### src/rtl/seq_det_pkg.sv
// Purpose : shared types, default widths and config helpers for the sequence detector.
// Latency : n/a (declarations only).
// Backpressure : n/a.
package seq_det_pkg;

  localparam int W_DEF       = 8;
  localparam int PAT_MAX_DEF = 8;
  localparam int CNT_W_DEF   = 16;
  localparam int LEN_W       = 4;

  typedef enum logic {
    ST_IDLE  = 1'b0,
    ST_SHIFT = 1'b1
  } state_t;

  // Lengths outside 2..pat_max fall back to the longest supported pattern.
  function automatic logic [LEN_W-1:0] clamp_len(input logic [LEN_W-1:0] len,
                                                 input int pat_max);
    if (len < 4'd2 || int'(len) > pat_max) return LEN_W'(pat_max);
    return len;
  endfunction

endpackage

### src/rtl/seq_det_if.sv
// Purpose : word-wide valid/ready stream from the producer into the detector.
// Latency : n/a (wiring only).
// Backpressure : producer holds in_valid/in_data until in_ready is seen high.
// Ports   : in_valid/in_data driven by master, in_ready driven by slave.
interface seq_det_if #(
  parameter int W = 8
);
  logic         in_valid;
  logic [W-1:0] in_data;
  logic         in_ready;

  modport master (output in_valid, output in_data, input in_ready);
  modport slave  (input in_valid, input in_data, output in_ready);
endinterface

### src/rtl/seq_det_match.sv
// Purpose : overlapping bit-serial pattern matcher (history, valid count, compare).
// Latency : bit presented in cycle N -> match pulse in cycle N+1; hit is same-cycle.
// Backpressure : none; consumes one bit per cycle whenever bit_vld is high.
// Ports   : clk/rst, clr (history wipe), bit_vld/bit_dat, pattern/len (config),
//           hit (combinational), match (registered pulse).
module seq_det_match #(
  parameter int PAT_MAX = 8,
  parameter int LEN_W   = 4
) (
  input  logic               clk,
  input  logic               rst,
  input  logic               clr,
  input  logic               bit_vld,
  input  logic               bit_dat,
  input  logic [PAT_MAX-1:0] pattern,
  input  logic [LEN_W-1:0]   len,
  output logic               hit,
  output logic               match
);

  localparam int VW = $clog2(PAT_MAX + 1);
  localparam logic [VW-1:0] VCNT_SAT = VW'(PAT_MAX);

  logic [PAT_MAX-1:0] hist;
  logic [PAT_MAX-1:0] hist_nxt;
  logic [VW-1:0]      vcnt;
  logic               pat_eq;

  // Compare against the history as it will be after this bit lands, so the
  // newest bit sits at index 0 alongside pattern[0].
  always_comb begin
    hist_nxt = {hist[PAT_MAX-2:0], bit_dat};
    pat_eq   = 1'b1;
    for (int i = 0; i < PAT_MAX; i++) begin
      if (i < int'(len) && hist_nxt[i] != pattern[i]) pat_eq = 1'b0;
    end
    hit = bit_vld & ((int'(vcnt) + 1) >= int'(len)) & pat_eq;
  end

  // History is kept on a hit so overlapping occurrences are all reported.
  always_ff @(posedge clk) begin
    if (rst) begin
      hist  <= '0;
      vcnt  <= '0;
      match <= 1'b0;
    end else begin
      match <= hit;
      if (clr) begin
        hist <= '0;
        vcnt <= '0;
      end else if (bit_vld) begin
        hist <= hist_nxt;
        if (vcnt != VCNT_SAT) vcnt <= vcnt + 1'b1;
      end
    end
  end

endmodule

### src/rtl/seq_det_ctrl.sv
// Purpose : accepts words, serialises MSB-first into the matcher, counts matches, sticky irq.
// Latency : word taken in cycle T -> bit i matched, match pulse in cycle T+2+i.
// Backpressure : in_ready only in IDLE (no cfg_wr) or on the last bit of a word, gated by en.
// Ports   : clk/rst; en; cfg_wr/cfg_pattern/cfg_len/cfg_thresh/cfg_ready; word_if
//           (in_valid/in_data/in_ready); busy; match; match_cnt; irq/irq_clr.
module seq_det_ctrl
  import seq_det_pkg::*;
#(
  parameter int W       = W_DEF,
  parameter int PAT_MAX = PAT_MAX_DEF,
  parameter int CNT_W   = CNT_W_DEF
) (
  input  logic               clk,
  input  logic               rst,
  input  logic               en,
  input  logic               cfg_wr,
  input  logic [PAT_MAX-1:0] cfg_pattern,
  input  logic [LEN_W-1:0]   cfg_len,
  input  logic [CNT_W-1:0]   cfg_thresh,
  output logic               cfg_ready,
  seq_det_if.slave           word_if,
  output logic               busy,
  output logic               match,
  output logic [CNT_W-1:0]   match_cnt,
  output logic               irq,
  input  logic               irq_clr
);

  localparam int BCW = (W > 1) ? $clog2(W) : 1;
  localparam logic [BCW-1:0] BIT_LAST = BCW'(W - 1);

  state_t             state;
  state_t             state_nxt;
  logic [BCW-1:0]     bit_cnt;
  logic [W-1:0]       shreg;
  logic               in_ready;
  logic               xfer;
  logic               cfg_take;
  logic               last_bit;

  logic [PAT_MAX-1:0] pat_q;
  logic [LEN_W-1:0]   len_q;
  logic [CNT_W-1:0]   thresh_q;

  logic               hit;
  logic               inc_q;
  logic               cnt_sat;

  assign last_bit         = (bit_cnt == BIT_LAST);
  assign cfg_take         = (state == ST_IDLE) & cfg_wr;
  assign xfer             = word_if.in_valid & in_ready;
  assign word_if.in_ready = in_ready;
  assign cnt_sat          = &match_cnt;

  // Next state and handshake outputs. A config write in IDLE blocks the
  // word handshake for that cycle so the new config applies to the word.
  always_comb begin
    state_nxt = state;
    in_ready  = 1'b0;
    cfg_ready = 1'b0;
    busy      = 1'b0;
    case (state)
      ST_IDLE: begin
        cfg_ready = 1'b1;
        in_ready  = en & ~cfg_wr;
        if (xfer) state_nxt = ST_SHIFT;
      end
      ST_SHIFT: begin
        busy     = 1'b1;
        in_ready = en & last_bit;
        if (last_bit) state_nxt = xfer ? ST_SHIFT : ST_IDLE;
      end
      default: state_nxt = ST_IDLE;
    endcase
  end

  always_ff @(posedge clk) begin
    if (rst) begin
      state <= ST_IDLE;
    end else begin
      state <= state_nxt;
    end
  end

  // Data shift register: MSB is the bit currently presented to the matcher.
  always_ff @(posedge clk) begin
    if (rst) begin
      bit_cnt <= '0;
      shreg   <= '0;
    end else if (xfer) begin
      bit_cnt <= '0;
      shreg   <= word_if.in_data;
    end else if (state == ST_SHIFT) begin
      bit_cnt <= last_bit ? '0 : bit_cnt + 1'b1;
      shreg   <= {shreg[W-2:0], 1'b0};
    end
  end

  always_ff @(posedge clk) begin
    if (rst) begin
      pat_q    <= '0;
      len_q    <= LEN_W'(PAT_MAX);
      thresh_q <= '0;
    end else if (cfg_take) begin
      pat_q    <= cfg_pattern;
      len_q    <= clamp_len(cfg_len, PAT_MAX);
      thresh_q <= cfg_thresh;
    end
  end

  seq_det_match #(
    .PAT_MAX (PAT_MAX),
    .LEN_W   (LEN_W)
  ) u_match (
    .clk     (clk),
    .rst     (rst),
    .clr     (cfg_take),
    .bit_vld (state == ST_SHIFT),
    .bit_dat (shreg[W-1]),
    .pattern (pat_q),
    .len     (len_q),
    .hit     (hit),
    .match   (match)
  );

  // inc_q marks a cycle in which match_cnt has just moved, so the irq fires
  // only on the transition onto the threshold and never while parked there.
  always_ff @(posedge clk) begin
    if (rst || cfg_take) begin
      match_cnt <= '0;
      inc_q     <= 1'b0;
    end else begin
      inc_q <= hit & ~cnt_sat;
      if (hit && !cnt_sat) match_cnt <= match_cnt + 1'b1;
    end
  end

  always_ff @(posedge clk) begin
    if (rst || cfg_take) begin
      irq <= 1'b0;
    end else if (inc_q && (thresh_q != '0) && (match_cnt == thresh_q)) begin
      irq <= 1'b1;
    end else if (irq_clr) begin
      irq <= 1'b0;
    end
  end

endmodule

### src/flat_wrapper.sv
// flat-port wrapper written by rule: the top's interface ports become plain ports
module seq_det_ctrl_flat import seq_det_pkg::*;
#(
  parameter int W       = W_DEF,
  parameter int PAT_MAX = PAT_MAX_DEF,
  parameter int CNT_W   = CNT_W_DEF
)
  (clk, rst, en, cfg_wr, cfg_pattern, cfg_len, cfg_thresh, cfg_ready, busy, match, match_cnt, irq, irq_clr, word_if_in_valid, word_if_in_data, word_if_in_ready);
  seq_det_if #(.W(W)) word_if_i ();
  input  logic clk;
  input  logic rst;
  input  logic en;
  input  logic cfg_wr;
  input  logic [PAT_MAX-1:0] cfg_pattern;
  input  logic [LEN_W-1:0] cfg_len;
  input  logic [CNT_W-1:0] cfg_thresh;
  output logic cfg_ready;
  output logic busy;
  output logic match;
  output logic [CNT_W-1:0] match_cnt;
  output logic irq;
  input  logic irq_clr;
  input wire logic [$bits(word_if_i.in_valid)-1:0] word_if_in_valid;
  input wire logic [$bits(word_if_i.in_data)-1:0] word_if_in_data;
  output wire logic [$bits(word_if_i.in_ready)-1:0] word_if_in_ready;
  assign word_if_i.in_valid = word_if_in_valid;
  assign word_if_i.in_data = word_if_in_data;
  assign word_if_in_ready = word_if_i.in_ready;
  seq_det_ctrl #(.W(W), .PAT_MAX(PAT_MAX), .CNT_W(CNT_W)) u_core (.clk(clk), .rst(rst), .en(en), .cfg_wr(cfg_wr), .cfg_pattern(cfg_pattern), .cfg_len(cfg_len), .cfg_thresh(cfg_thresh), .cfg_ready(cfg_ready), .word_if(word_if_i), .busy(busy), .match(match), .match_cnt(match_cnt), .irq(irq), .irq_clr(irq_clr));
endmodule
### config.mk
export PLATFORM = sky130hd
export DESIGN_NAME = seq_det_ctrl_flat
export DESIGN_NICKNAME = d
export VERILOG_FILES = /design/src/rtl/seq_det_pkg.sv /design/src/rtl/seq_det_if.sv /design/src/rtl/seq_det_match.sv /design/src/rtl/seq_det_ctrl.sv /design/src/flat_wrapper.sv
export SDC_FILE = /design/constraint.sdc
export NUM_CORES = 1
export LEC_CHECK = 0
export BUFFER_PORTS_ARGS = -buffer_cell sky130_fd_sc_hd__buf_2
export CAP_MARGIN = 20
export CORE_UTILIZATION = 35
export CTS_BUF_LIST = sky130_fd_sc_hd__clkbuf_16
export DETAILED_ROUTE_END_ITERATION = 16
export SLEW_MARGIN = 25
export SYNTH_ARGS = -nofsm -noshare
export SYNTH_HDL_FRONTEND = slang
export SYNTH_HIERARCHICAL = 1
export SYNTH_SLANG_ARGS = --single-unit
### constraint.sdc
create_clock -name clk -period 3.8 [get_ports clk]
set_input_delay 0.76 -clock clk [delete_from_list [all_inputs] [get_ports clk]]
set_output_delay 0.76 -clock clk [all_outputs]
set_load 0.01 [all_outputs]
==> qor.tcl, run 1 <==
set qor(synth.avg_cell_area_um2) 8.48
set qor(grt_pass1_wl_um) 13500
set qor(placed_area_um2) 3800
set qor(power_leakage_nw) 1.70
set qor(drt.antenna.violating_nets) 0
set qor(post-dp-hpwl_um) 5820
set qor(gp_congestion) 0.826
set qor(count_of_tritonroute_iterations_in_the_first_routing_pass) 4
set qor(placement.io_buffers) 62
set qor(crit_path_cell_chain) {inv_1 > ha_1 > ha_1 > a211oi_1 > o21a_1 > nor3_1 > and4_1 > o211ai_1 > or4_1 > a21oi_1}
set qor(syn-cell-area_um2) 3390
set qor(startpoint_type) {register}
set qor(timing.hold.worst_path_depth) 2
set qor(grt_max_degree) 49
set qor(critical_register_to_register_path_startpoint) {u_core/u_match/vcnt[0]}
set qor(highest_attainable_clock_frequency_mhz) 326
set qor(ios) 63
set qor(synthTopCellsByCount) {sky130_fd_sc_hd__dfxtp_1, sky130_fd_sc_hd__nand2_1, sky130_fd_sc_hd__a21oi_1, sky130_fd_sc_hd__nor2_1, sky130_fd_sc_hd__xor2_1}
set qor(leftover_overflow_at_the_end_of_global_routing) 0
set qor(drv_cap) 0
set qor(clk_transition_reported_paths_ps) 60
set qor(remaining_drc_errors) 0
set qor(power-per-cell-area_nw_per_um2) 428
set qor(via_count) 3005
set qor(synth_sequential_area_ratio) 0.413
set qor(finished_cell_area_um2) 4090
set qor(crit_path_end_kind) {register}
set qor(rsz_0062_raised_after_global_routing) {no}
set qor(die_x_um) 100
set qor(setup_violation_total_in_the_final_timing_report) 0
set qor(clock-root-buffer) {sky130_fd_sc_hd__clkbuf_16}
set qor(grt_pass1_vias) 2774
set qor(routed_wirelength_um) 8200
set qor(vdd.ir_drop.worst_mv) 0.209
set qor(synthToLayoutAreaGrowth_pct) 20.4
set qor(num_antenna_cells) 0
set qor(synth_cell_type_count) 52
set qor(clock_sink_count) 70
set qor(synth_nets) 451
set qor(critPathArrivalTime_ps) 3320
set qor(synth_top_cells_by_area) {sky130_fd_sc_hd__dfxtp_1, sky130_fd_sc_hd__nand2_1, sky130_fd_sc_hd__xor2_1}
set qor(per_cell_via_count_in_the_routed_design) 5.09
set qor(fin_worst_hold_slack_ps) 468
set qor(largest_fanout_on_the_critical_path) 6
set qor(crit_path_start) {u_core/u_match/vcnt[0]}
set qor(r2r_cells) 10
set qor(crit_slowest_cell) {sky130_fd_sc_hd__nor3_1}
set qor(clk_path_buf_depth) 2
set qor(grt_usage) 0.171
set qor(fin_setup_tns_ps) 0
set qor(synth_enable_flop_cells) 0
set qor(reg2reg_to) {u_core/match_cnt[15]}
set qor(clock_insertion_delay_worst_skew_ps) 320
set qor(floorplan.initialDensity) 0.364
set qor(endpoint) {u_core/match_cnt[15]}
set qor(setup.reg_to_reg.worst_slack_ps) 730
set qor(synth_top_area_share) 0.413
set qor(drt_iter0_markers) 165
set qor(synthMostInstantiatedCell) {sky130_fd_sc_hd__dfxtp_1}
set qor(fp.coreArea_um2) 9330
set qor(antenna_found_initial) 0
set qor(core.rowCount) 35
set qor(min_period_over_period) 0.807
set qor(wire_per_inst_um) 13.9
set qor(worst_hold_path_type) {register to register}
set qor(syn-instance-count) 400
set qor(cts_setup_buffers) 0
set qor(cpMostUsedCell) {sky130_fd_sc_hd__ha_1}
set qor(slowest_delay_ps) 540
set qor(synth.largest_area_cell) {sky130_fd_sc_hd__dfxtp_1}
set qor(layout.nets) 507
set qor(cts_buffers) 9
set qor(clock_tree.htree_level_count) 3
set qor(multiInputGateArea_um2) 1860
set qor(seq_area_um2) 1400
set qor(final_hold_viol_count) 0
set qor(fin_crit_ps) 3070
set qor(outcome) {completed}
set qor(dominantRegCellSynth) {sky130_fd_sc_hd__dfxtp_1}
set qor(report.final.slew_viol_count) 0
set qor(synthArstFlopShare) 0
set qor(post_cts_resized) 0
set qor(ys.warnings.count) 6
set qor(cts_hold_repair.buffers) 0
set qor(final.fill_count) 973
set qor(tightest_slew_ps) 866
set qor(worst_ep_required_time_ps) 4050
set qor(finClkSkew_ps) 6.03
set qor(height_of_the_die_um) 100
set qor(drive_gt1_frac) 0.202
set qor(postSynthRegisterBits) 70
set qor(die_area_um2) 10100
set qor(worst_relative_slew_slack) 0.423
set qor(criticalPathCategory) {register to register}
set qor(clock_tree_from_tritoncts) {done}
## cell usage in the layout (no fill, tap or decap), types with 3 or more instances in the layout
master                      instances
sky130_fd_sc_hd__a21oi_1           40
sky130_fd_sc_hd__or3_1              7
sky130_fd_sc_hd__dfxtp_1           70
sky130_fd_sc_hd__a211oi_1           8
sky130_fd_sc_hd__or4_1              3
sky130_fd_sc_hd__a31oi_1            3
sky130_fd_sc_hd__o21ai_0           10
sky130_fd_sc_hd__nand4_1            9
sky130_fd_sc_hd__nor4_1             9
sky130_fd_sc_hd__xor2_1            23
sky130_fd_sc_hd__inv_1             10
sky130_fd_sc_hd__o211ai_1           3
sky130_fd_sc_hd__nor2_1            29
sky130_fd_sc_hd__nor3_1             6
sky130_fd_sc_hd__nand3_1            9
sky130_fd_sc_hd__buf_4              3
sky130_fd_sc_hd__xnor2_1            4
sky130_fd_sc_hd__clkbuf_16          9
sky130_fd_sc_hd__clkinv_2           3
sky130_fd_sc_hd__ha_1               9
sky130_fd_sc_hd__nand3b_1           3
sky130_fd_sc_hd__mux2i_1           20
sky130_fd_sc_hd__buf_2             62
sky130_fd_sc_hd__nand2b_1           5
sky130_fd_sc_hd__and3_1             3
sky130_fd_sc_hd__nand2_1           67
## sequential cells by signal, indices dropped and copies added (netlist names)
signal and flops:
u_core/inc_q 1, u_core/u_match/hist 7, u_core/state 1, u_core/u_match/match 1, u_core/shreg 8, u_core/u_match/vcnt 4
u_core/pat_q 8, u_core/irq 1, u_core/len_q 4, u_core/match_cnt 16, u_core/bit_cnt 3, u_core/thresh_q 16
## layer usage
layer / track usage / share of wire
met1: 0.235 / 0.51
met2: 0.255 / 0.43
met3: 0.0451 / 0.046
met4: 0.0691 / 0.015
met5: 0 / 0
## layout make-up
class                   count  share of cell area
repair buffers             65              0.0814
inverters                  10             0.00919
clock inverters             7              0.0159
flip-flops and latches     70               0.343
clock buffers               9              0.0551
well taps                 129              0.0395
multi-input cells         300               0.456
## power by group
part / internal (mW) / switching, mW / leakage (nW) / total [mW]
Sequential: 0.761 / 0.0231 / 0.570 / 0.784
Clock: 0.502 / 0.303 / 0.143 / 0.805
Combinational: 0.0676 / 0.0940 / 0.990 / 0.162
Total: 1.33 / 0.420 / 1.70 / 1.75
## through the flow
step | util | cells | total power [mW] | worst slack (ps)
floorplan | - | 400 | 0.905 | 1180
global placement | 0.407 | 574 | 0.958 | 947
detailed placement | 0.407 | 574 | 0.960 | 856
CTS | 0.438 | 590 | 1.78 | 828
global route | 0.438 | 590 | 1.83 | 600
finish | 0.438 | 590 | 1.75 | 733
## critical path: cells and delay by family (launching register included)
family,cells,cell delay (ps)
buffers and inverters,1,90
adder cells (fa/ha/maj),2,610
flip-flops,1,380
AO/OA/AOI/OAI,4,590
AND/OR/NAND/NOR,3,1340
## cell families after synthesis
kind of cell,share of synthesized area
DFF,0.413
muxes,0.0590
adders and majority gates,0.0332
buffers and inverters,0.0380
xor gates and xnor gates,0.0697
and+or+nand+nor,0.233
AOI/OAI and AO/OA,0.154
## how the worst min path moves through the flow
stage                     from               to  slack (ps)
3_5_place_dp   u_core/pat_q[2]  u_core/pat_q[2]         460
3_3_place_gp   u_core/pat_q[4]  u_core/pat_q[4]         460
6_report       u_core/pat_q[2]  u_core/pat_q[2]         470
4_1_cts        u_core/pat_q[3]  u_core/pat_q[3]         470
2_1_floorplan     u_core/inc_q       u_core/irq         450
5_1_grt        u_core/pat_q[2]  u_core/pat_q[2]         490
Note: power is estimated with default switching activity, not from simulation.
==> inputs of run 2 (changes only) <==
==> constraint.sdc (replaced) <==
create_clock -name clk -period 3.17 [get_ports clk]
set_input_delay 0.634 -clock clk [delete_from_list [all_inputs] [get_ports clk]]
set_output_delay 0.634 -clock clk [all_outputs]
set_load 0.01 [all_outputs]
==> qor.tcl, run 2 (synthesis results as in run 1) <==
set qor(clock-root-buffer) {sky130_fd_sc_hd__clkbuf_16}
set qor(setup.reg_to_reg.worst_slack_ps) 340
set qor(startpoint_type) {register}
set qor(crit_path_start) {u_core/u_match/vcnt[0]}
set qor(final_hold_viol_count) 0
set qor(clock_tree.htree_level_count) 3
set qor(grt_usage) 0.175
set qor(worst_ep_required_time_ps) 3430
set qor(rsz_0062_raised_after_global_routing) {no}
set qor(vdd.ir_drop.worst_mv) 0.254
set qor(largest_fanout_on_the_critical_path) 4
set qor(grt_max_degree) 30
set qor(clk_transition_reported_paths_ps) 50
set qor(drv_cap) 0
set qor(die_area_um2) 10100
set qor(die_x_um) 100
set qor(placement.io_buffers) 62
set qor(final_util) 0.440
set qor(r2r_cells) 10
set qor(cts_hold_repair.buffers) 0
set qor(largestRegisters) {u_core/match_cnt x16, u_core/thresh_q x16}
set qor(setup_violation_total_in_the_final_timing_report) 0
set qor(height_of_the_die_um) 100
set qor(ios) 63
set qor(critPathArrivalTime_ps) 3080
set qor(grt_pass1_vias) 2819
set qor(min_period_over_period) 0.892
set qor(finClkSkew_ps) 5.04
set qor(core.rowCount) 35
set qor(antenna_found_initial) 0
set qor(leftover_overflow_at_the_end_of_global_routing) 0
set qor(cts_buffers) 9
set qor(post_cts_resized) 0
set qor(drt_iter0_markers) 125
set qor(clock_tree_from_tritoncts) {done}
set qor(fp.coreArea_um2) 9330
set qor(globalRoute.busiestLayer) {met2}
set qor(clock_sink_count) 70
set qor(via_count) 3032
set qor(report.final.slew_viol_count) 0
set qor(crit_path_end_kind) {register}
set qor(worst_relative_slew_slack) 0.476
set qor(drive_gt1_frac) 0.204
set qor(layout.cells.most_common) {sky130_fd_sc_hd__dfxtp_1}
set qor(power_leakage_nw) 1.72
set qor(fin_setup_tns_ps) 0
set qor(num_antenna_cells) 0
set qor(wire_per_inst_um) 14.0
set qor(endpoint) {u_core/match_cnt[15]}
set qor(per_cell_via_count_in_the_routed_design) 5.10
set qor(reg2reg_to) {u_core/match_cnt[15]}
set qor(cts_setup_buffers) 0
set qor(clk_path_buf_depth) 2
set qor(layout.nets) 511
set qor(clock_insertion_delay_worst_skew_ps) 330
set qor(layout.cells.most_common_list) {sky130_fd_sc_hd__dfxtp_1, sky130_fd_sc_hd__nand2_1, sky130_fd_sc_hd__buf_2, sky130_fd_sc_hd__a21oi_1, sky130_fd_sc_hd__nor2_1}
set qor(count_of_tritonroute_iterations_in_the_first_routing_pass) 4
set qor(power-per-cell-area_nw_per_um2) 509
set qor(tightest_slew_ps) 784
set qor(routed_wirelength_um) 8300
set qor(fin_crit_ps) 2830
set qor(post-dp-hpwl_um) 5960
set qor(gp_congestion) 0.824
set qor(grtUsageMet2) 0.256
set qor(worst_hold_path_type) {register to register}
set qor(floorplan.initialDensity) 0.364
set qor(routing_usage_on_met3) 0.0326
set qor(highest_attainable_clock_frequency_mhz) 354
set qor(synthToLayoutAreaGrowth_pct) 21.1
set qor(critical_register_to_register_path_startpoint) {u_core/u_match/vcnt[0]}
set qor(grt_pass1_wl_um) 13600
set qor(remaining_drc_errors) 0
set qor(drt.antenna.violating_nets) 0
set qor(globalRouteMet1Util) 0.247
set qor(criticalPathCategory) {register to register}
set qor(outcome) {completed}
-- run 2: layout make-up --
cell class	instances	area (um2)
fill	951	5220
multi-input combinational	300	1860
sequential	70	1400
timing repair buffer	69	363
clock buffer	9	225
tap	129	161
clock inverter	7	56.3
inverter	10	37.5
-- run 2: report_power, final --
group | internal, mW | switching, mW | total [mW]
registers | 0.912 | 0.0279 | 0.940
clock network | 0.596 | 0.358 | 0.953
logic | 0.0837 | 0.114 | 0.198
-- run 2: through the flow --
step / instance area, um2 / cells / setup WS, ps / power (mW) / hold WS [ps]
floorplan: 3390 / 400 / 547 / 1.09 / 446
global placement: 3830 / 578 / 503 / 1.15 / 459
detailed placement: 3830 / 578 / 405 / 1.15 / 464
CTS: 4110 / 594 / 374 / 2.11 / 471
global route: 4110 / 594 / 213 / 2.18 / 496
finish: 4110 / 594 / 344 / 2.09 / 469
-- run 2: worst max-delay path: stages, from the launching register on --
cell and delay [ps]:
sky130_fd_sc_hd__dfxtp_1 370, sky130_fd_sc_hd__inv_1 80, sky130_fd_sc_hd__ha_1 310, sky130_fd_sc_hd__ha_1 280
sky130_fd_sc_hd__a211oi_1 60, sky130_fd_sc_hd__o21a_1 210, sky130_fd_sc_hd__nor3_1 380, sky130_fd_sc_hd__and4_1 320
sky130_fd_sc_hd__o211ai_1 170, sky130_fd_sc_hd__or4_1 420, sky130_fd_sc_hd__a21oi_1 150
-- run 2: worst min path at each step --
stage | startpoint | end | slack, ps | cells after the start
floorplan | u_core/inc_q | u_core/irq | 450 | 2
detailed placement | u_core/shreg[0] | u_core/shreg[0] | 460 | 2
finish | u_core/shreg[0] | u_core/shreg[0] | 470 | 2
global route | u_core/pat_q[2] | u_core/pat_q[2] | 500 | 2
global placement | u_core/pat_q[4] | u_core/pat_q[4] | 460 | 2
CTS | u_core/shreg[0] | u_core/shreg[0] | 470 | 2
-- run 2: per-layer routing --
layer  part of all wire  wire length (um)
met4              0.020               167
met3              0.048               396
met1               0.51              4210
met5                  0                 0
met2               0.42              3520
